**src/rtl/memory_elements_pkg.sv**
```systemverilog
// Shared types and helpers for the memory-element family (register banks, PISO).
package memory_elements_pkg;

  typedef enum logic {
    IDLE  = 1'b0,
    SHIFT = 1'b1
  } state_e;

  // Ceiling log2, never below 1 so a counter always has at least one bit.
  function automatic int unsigned clog2(input int unsigned value);
    int unsigned result;
    result = 1;
    while ((32'd1 << result) < value) begin
      result = result + 1;
    end
    return result;
  endfunction

endpackage

```
**src/rtl/piso_shift_reg.sv**
```systemverilog
// Parallel-in/serial-out shifter with valid/ready intake and a one-word hold
// buffer so consecutive words stream out without a gap.
module piso_shift_reg
  import memory_elements_pkg::*;
#(
  parameter int unsigned WIDTH     = 4,
  parameter bit          MSB_FIRST = 1'b1
) (
  input  logic             CLK,
  input  logic             RST_N,
  input  logic [WIDTH-1:0] D,
  input  logic             D_VALID,
  output logic             D_READY,
  input  logic             SHIFT_EN,
  output logic             Q,
  output logic             Q_VALID,
  output logic             Q_LAST,
  output logic             BUSY
);

  localparam int unsigned     CNT_W    = clog2(WIDTH);
  localparam logic [CNT_W-1:0] LAST_CNT = CNT_W'(WIDTH - 1);

  state_e           r_state;
  logic [WIDTH-1:0] r_sreg;
  logic [CNT_W-1:0] r_cnt;
  logic [WIDTH-1:0] r_hold;
  logic             r_hold_full;

  logic             w_accept;
  logic             w_at_last;
  logic             w_word_end;
  logic [WIDTH-1:0] w_shifted;
  logic             w_out_bit;

  assign w_at_last  = (r_cnt == LAST_CNT);
  assign w_accept   = D_VALID & D_READY;
  assign w_word_end = (r_state == SHIFT) & SHIFT_EN & w_at_last;

  // Move the word one place toward the output end, zero filling behind it.
  generate
    if (MSB_FIRST) begin : g_msb
      assign w_shifted = {r_sreg[WIDTH-2:0], 1'b0};
      assign w_out_bit = r_sreg[WIDTH-1];
    end else begin : g_lsb
      assign w_shifted = {1'b0, r_sreg[WIDTH-1:1]};
      assign w_out_bit = r_sreg[0];
    end
  endgenerate

  always_ff @(posedge CLK or negedge RST_N) begin
    if (!RST_N) begin
      r_state     <= IDLE;
      r_sreg      <= '0;
      r_cnt       <= '0;
      r_hold      <= '0;
      r_hold_full <= 1'b0;
    end else begin
      case (r_state)
        IDLE: begin
          if (w_accept) begin
            r_sreg  <= D;
            r_cnt   <= '0;
            r_state <= SHIFT;
          end
        end
        SHIFT: begin
          if (SHIFT_EN) begin
            if (!w_at_last) begin
              r_sreg <= w_shifted;
              r_cnt  <= r_cnt + CNT_W'(1);
            end else if (r_hold_full) begin
              r_sreg      <= r_hold;
              r_hold_full <= 1'b0;
              r_cnt       <= '0;
            end else if (w_accept) begin
              r_sreg <= D;
              r_cnt  <= '0;
            end else begin
              r_state <= IDLE;
            end
          end
          // A word arriving mid-shift parks in the hold buffer.
          if (w_accept && !w_word_end) begin
            r_hold      <= D;
            r_hold_full <= 1'b1;
          end
        end
        default: r_state <= IDLE;
      endcase
    end
  end

  assign Q_VALID = (r_state == SHIFT);
  assign Q       = Q_VALID & w_out_bit;
  assign Q_LAST  = Q_VALID & w_at_last;
  assign BUSY    = (r_state == SHIFT) | r_hold_full;
  assign D_READY = (r_state == IDLE) | ~r_hold_full;

endmodule

```
**config.mk**
```make
export PLATFORM = sky130hd
export DESIGN_NAME = piso_shift_reg
export DESIGN_NICKNAME = d
export VERILOG_FILES = /design/src/rtl/memory_elements_pkg.sv /design/src/rtl/piso_shift_reg.sv
export SDC_FILE = /design/constraint.sdc
export NUM_CORES = 1
export LEC_CHECK = 0
export CAP_MARGIN = 0
export CELL_PAD_IN_SITES_DETAIL_PLACEMENT = 1
export CELL_PAD_IN_SITES_GLOBAL_PLACEMENT = 1
export CORE_ASPECT_RATIO = 1.25
export CORE_UTILIZATION = 36
export CTS_BUF_LIST = sky130_fd_sc_hd__clkbuf_4 sky130_fd_sc_hd__clkbuf_8
export DETAILED_ROUTE_END_ITERATION = 6
export GPL_ROUTABILITY_DRIVEN = 0
export GPL_TIMING_DRIVEN = 1
export PLACE_DENSITY = 0.87
export SLEW_MARGIN = 20
export SYNTH_ARGS = -nofsm -noshare
export SYNTH_HDL_FRONTEND = slang
export SYNTH_SLANG_ARGS = --single-unit
```
**constraint.sdc**
```tcl
create_clock -name CLK -period 1.4 [get_ports CLK]
set_input_delay 0.28 -clock CLK [delete_from_list [all_inputs] [get_ports CLK]]
set_output_delay 0.28 -clock CLK [all_outputs]
set_load 0.02 [all_outputs]
```
# [Word level (Yosys, flattened, before mapping)]
# Cells that the tools add are included.
[op_classes] n_addsub=1 n_eq_ne=2 n_mux=18 bitwise=9 n_reduce_logical=6
[ops] cell="4-bit 2-to-1 mux" count=4
[ops] cell="2-bit 2-to-1 mux" count=4
[ops] cell="4-bit case mux with 2 select lines" count=1
[ops] cell="1-bit 2-to-1 mux" count=7
[ops] cell="1-bit AND" count=5
[ops] cell="2-bit case mux with 2 select lines" count=1
[ops] cell="2-bit nonzero test" count=2
[ops] cell="3-bit AND reduction" count=1
[ops] cell="2-bit by 1-bit adder with 2-bit output (second input constant)" count=1
[ops] cell="2-bit == test (second input constant)" count=1
[ops] cell="2-bit inequality test (second input constant)" count=1
[ops] cell="1-bit inverter" count=2
[ops] cell="1-bit bitwise OR" count=2
[ops] cell="1-bit case mux with 2 select lines" count=1
[ops] cell="2-bit AND reduction" count=1
[ops] cell="1-bit logical AND" count=1
[ops] cell="1-bit zero test" count=1
[word_totals] ff_bits=12 in_bits=8 out_inout_bits=5 wordCells=41

# [Longest topological paths before layout]
[depth] word_depth=8 ltp_mapped=5 mapped_depth_nobuf=4

# [Worst setup path after synthesis]
# Ideal clock, no wire load.
[synth_timing] path_kind="register to register" startpoint="reg r_cnt[0]" endpoint="reg r_hold[0]" setup_time_ns=0.125 arrival_ns=1.360 required_time_ns=1.275 path_slack_ns=-0.086 path_stages_with_launch=5 n_path_buf=1 period_less_slack_ns=1.486 cell_sequence="dfrtp_1 > ha_1 > buf_2 > a211o_4 > mux2_4"
[synth_between] elab_chain_len=5
[synth_rtl] element="from (decl)" line="piso_shift_reg.sv:26" text="logic [CNT_W-1:0] r_cnt;"
[synth_rtl] element="from (signal assigned)" line="piso_shift_reg.sv:71" text="r_cnt <= r_cnt + CNT_W'(1);"
[synth_rtl] element="2-bit == test" line="piso_shift_reg.sv:36" text="assign w_at_last = (r_cnt == LAST_CNT);"
[synth_rtl] element="1-bit AND" line="piso_shift_reg.sv:38" text="assign w_word_end = (r_state == SHIFT) & SHIFT_EN & w_at_last;"
[synth_rtl] element="1-bit zero test" line="piso_shift_reg.sv:84" text="if (w_accept && !w_word_end) begin"
[synth_rtl] element="1-bit logical AND" line="piso_shift_reg.sv:84"
[synth_rtl] element="2-bit AND reduction (no source line)"
[synth_rtl] element="to (signal assigned)" line="piso_shift_reg.sv:56" text="r_hold <= '0;"
[synth_rtl] element="to (signal assigned)" line="piso_shift_reg.sv:85" text="r_hold <= D;"
[synth_rtl] element="to (decl)" line="piso_shift_reg.sv:27" text="logic [WIDTH-1:0] r_hold;"
# No other way between the ends.
# A chain may end at the register's enable or synchronous reset.

# [Worst setup path after layout]
[layout_timing] startpoint="reg r_cnt[1]" endpoint="reg r_hold[2]"
# Same word-level chain as after synthesis.

==> summary by stage <==
Clock tree
The total number of clock tree sinks is 12. The cell chosen for the clock root is clkbuf_4. TritonCTS built the clock tree. The clock-pin slew reported for the worst setup and hold paths after clock tree synthesis is 80 ps. For this design, the CTS-stage hold fixing added 0 buffers. The clock passes through at most 2 buffers.

The later pin in the worst-skew pair is clocked with a latency of 280 ps. In this run the number of H-tree levels came out at 1. The CTS buffer count is 3.

Worst setup path
The data required time of the critical path is 1560 ps. The peak fanout along the critical path is 4. In this design, the largest share of critical-path delay is due to flip-flops. The worst path buffer plus inverter count is 1.

The worst setup path is launched from a flip-flop. The worst setup path category is reg -> reg. The worst setup path is captured at a flip-flop. The signal on the critical path passes through ha_2, buf_6, a211o_4, mux2_4.

The cell at the slowest stage of the critical path is dfrtp_1. For this run, the slowest stage of the critical path takes 400 ps. At the worst endpoint, the arrival time is 1690 ps.

Synthesis
The basic-gate share of the synthesized area counting and, or, nand and nor cells is 16.4%. Sequential cells were found to cover 43.2% of the synthesized design area. Counting flops with an async set or reset pin after synthesis yields a share of 100%. The top cell type by area accounts for 43.2% of the synthesized area. Summing the areas of all compound-gate instances in the mapped netlist gives 21.8% of the synthesized area. The number of unique standard cell types used by synthesis is 28. In the synthesized netlist, the cells that appear most often are 12 x dfrtp_1, 7 x nand2_1, 4 x mux2_4, 4 x nor2b_1. Sorting the synthesized cells by area gives the leading types as dfrtp_1 43%, mux2_4 8.6%, nand2_1 3.8%. The register bit total from synthesis is 12. After synthesis the cells add up to 696 um^2.

The number of synthesized flops with an enable pin is 0. Yosys printed 0 warnings. The post-synthesis cell count is 67. The combinational family with the most area after synthesis is compound AO/OA/AOI/OAI gates. The most common flop cell mapped by yosys is dfrtp_1. By instance count, the leading cell after synthesis is dfrtp_1. The library cell occupying the most area in the post-synthesis netlist is dfrtp_1. The synthesized netlist devotes 0% of its cell area to XOR and XNOR gates. The number of nets produced by synthesis is 76. The share of cell area taken by muxes after synthesis is 13.1%. The share of synthesized cell area in full adder, half adder and majority cells is 1.80%. The mean post-synth cell area is 10.4 um^2.

Placed design
Including well taps, the total number of placed cells is 112. In this run the tool buffered the top-level ports with 12 buffer cells. The detailed placer's ending HPWL is 1530 um.

Finish
For this run, the share of the core covered by cells in the final layout is 59.9%. The layout cell share with drive strength beyond 1 is 51.0%. 0 antenna diodes ended up in the layout. For this run, the number of standard cells in the final layout without fillers is 119.

The growth of design area from synthesis to finish is 54.0%. The net count of the finished layout is 111.

Global routing
Global routing used 25.7% of the available tracks across all layers. Entering global routing, the biggest net connects 13 pins. Summed over all layers, the global routing overflow is 0. The via count of the first global-routing pass came to 761. The first-pass GRT wire length is 3600 um. The number of antenna violations at the first check in global routing was 0.

Run status
The checks that failed: setup timing. The flow ran to the end, but the final reports show violations.

Detailed routing
In the routed design, unresolved DRC markers number 0. The number of optimization iterations in the first detailed-route pass is 4. The via count is 678. The count of nets left with antenna violations after detail routing is 0. Summed over all layers, the routed wires come to 2280 um. The count of routing violations after the opening detailed-route iteration is 3. The routed via count divided by cell count is 5.70. The wire length per cell is 19.2 um.

Power and ir drop
Across the VDD grid, the largest voltage drop is 0.000881 V. In this run the static leakage power is 0.491 nW. Dividing total power by cell area gives a power density of 1720 nW/um^2.

Die
The die is 51.2 um tall. The width of the chip is 41.3 um. The die covers 2110 um^2.

The row count is 17. The initial utilization of the core area, before any placement, comes to 38.9%. The total core area is 1790 um^2. The count of boundary I/O pins is 13.

STA
The achievable frequency is 653 MHz. Setup violations remaining at the end of the flow were counted as 6. After layout, the worst path uses 109% of the clock period. Setup repair after global routing could not meet its margin everywhere.

The headroom to the max-slew limit is 86.6%. Clock skew on the completed layout was measured at 5.80 ps. The slew at the pin with the worst max-slew slack is 200 ps.

The number of pins with negative max-slew slack in the final report was 0. The hold violation count in the final report is 0. Once routing completed, OpenROAD measured the worst setup slack at -132 ps. After routing, the total negative slack on setup checks comes to -618 ps.

The minimum clock period is 1530 ps.

Hold path
The tightest min-delay check is of the in -> async type.

Run
The max-capacitance violation count is 0.
path summary, 6_finish.rpt:
kind | slack, ps | cells past startpoint | from | end
max | -130 | 4 | r_cnt[1] | r_hold[2]
min | 300 | 2 | RST_N | r_cnt[1]
max reg2reg | -130 | 4 | r_cnt[1] | r_hold[2]
min reg2reg | 540 | 1 | r_hold[3] | r_hold[3]
max in group asynchronous | 910 | 2 | RST_N | Q_VALID
min in group CLK | 540 | 1 | r_hold[3] | r_hold[3]
state kept, by name (all words and copies together) (netlist names):
signal	count
Q_VALID	1
r_cnt	2
r_hold	4
r_hold_full	1
r_sreg	4
per-layer routing:
layer  part of all wire, %  global-route usage, %
met3                   3.4                   3.91
met2                    51                   41.9
met1                    41                   30.5
met5                     0                      0
met4                   4.3                   14.0
where the power goes:
part           switching, mW  leakage [nW]  internal (mW)  total, mW
clock                  0.120        0.0138         0.0996      0.220
sequential             0.128         0.142          0.500      0.628
combinational          0.440         0.335          0.551      0.990
repair_timing:
action                                  4_1_cts  5_1_grt
gates resized for setup                      25       16
endpoints found under the setup margin       13       13
buffers inserted                              4        0
pin swaps                                     2        3
worst reg2reg max path: cells and delay by family, from the launching register on:
family	cells	cell delay (ps)
adder cells (fa/ha/maj)	1	210
multiplexers	1	310
flip-flops	1	400
AO/OA/AOI/OAI	1	360
buffers and inverters	1	130
metrics by stage:
step	instance area (um^2)	setup slack, ps	hold WS, ps	power, mW
6_report	1070	-132	303	1.84
5_1_grt	1070	-135	340	1.94
4_1_cts	1000	-74.9	295	1.72
3_5_place_dp	958	-258	499	1.47
3_3_place_gp	958	-229	491	1.40
2_1_floorplan	704	-51.3	-15.6	1.10
cell usage in the layout, fill, tap and decap left out, types with 2 or more instances in the layout:
cell type        count
a211oi_2             2
a21oi_1              2
and2_1               3
buf_2                4
buf_4               19
buf_6                4
clkbuf_4             3
clkdlybuf4s50_1      7
dfrtp_1             11
inv_1                2
mux2_4               4
nand2_1              6
nand3b_1             2
nor2_1               2
nor2b_1              3
final cells by class:
class | count | area, um^2
Multi-Input combinational cell | 49 | 438
Tap cell | 19 | 23.8
Sequential cell | 12 | 302
Clock buffer | 3 | 22.5
Timing Repair Buffer | 34 | 278
Fill cell | 199 | 716
Inverter | 2 | 7.51
logic make-up (layout without fill, tap and decap cells):
kind of cell | after synthesis | count (layout)
simple gates | 21 | 21
compound gates | 20 | 20
flops | 12 | 12
mux | 7 | 7
buf+inv | 6 | 39
fa+ha+maj | 1 | 1
Power figures use the tool's default switching activity.
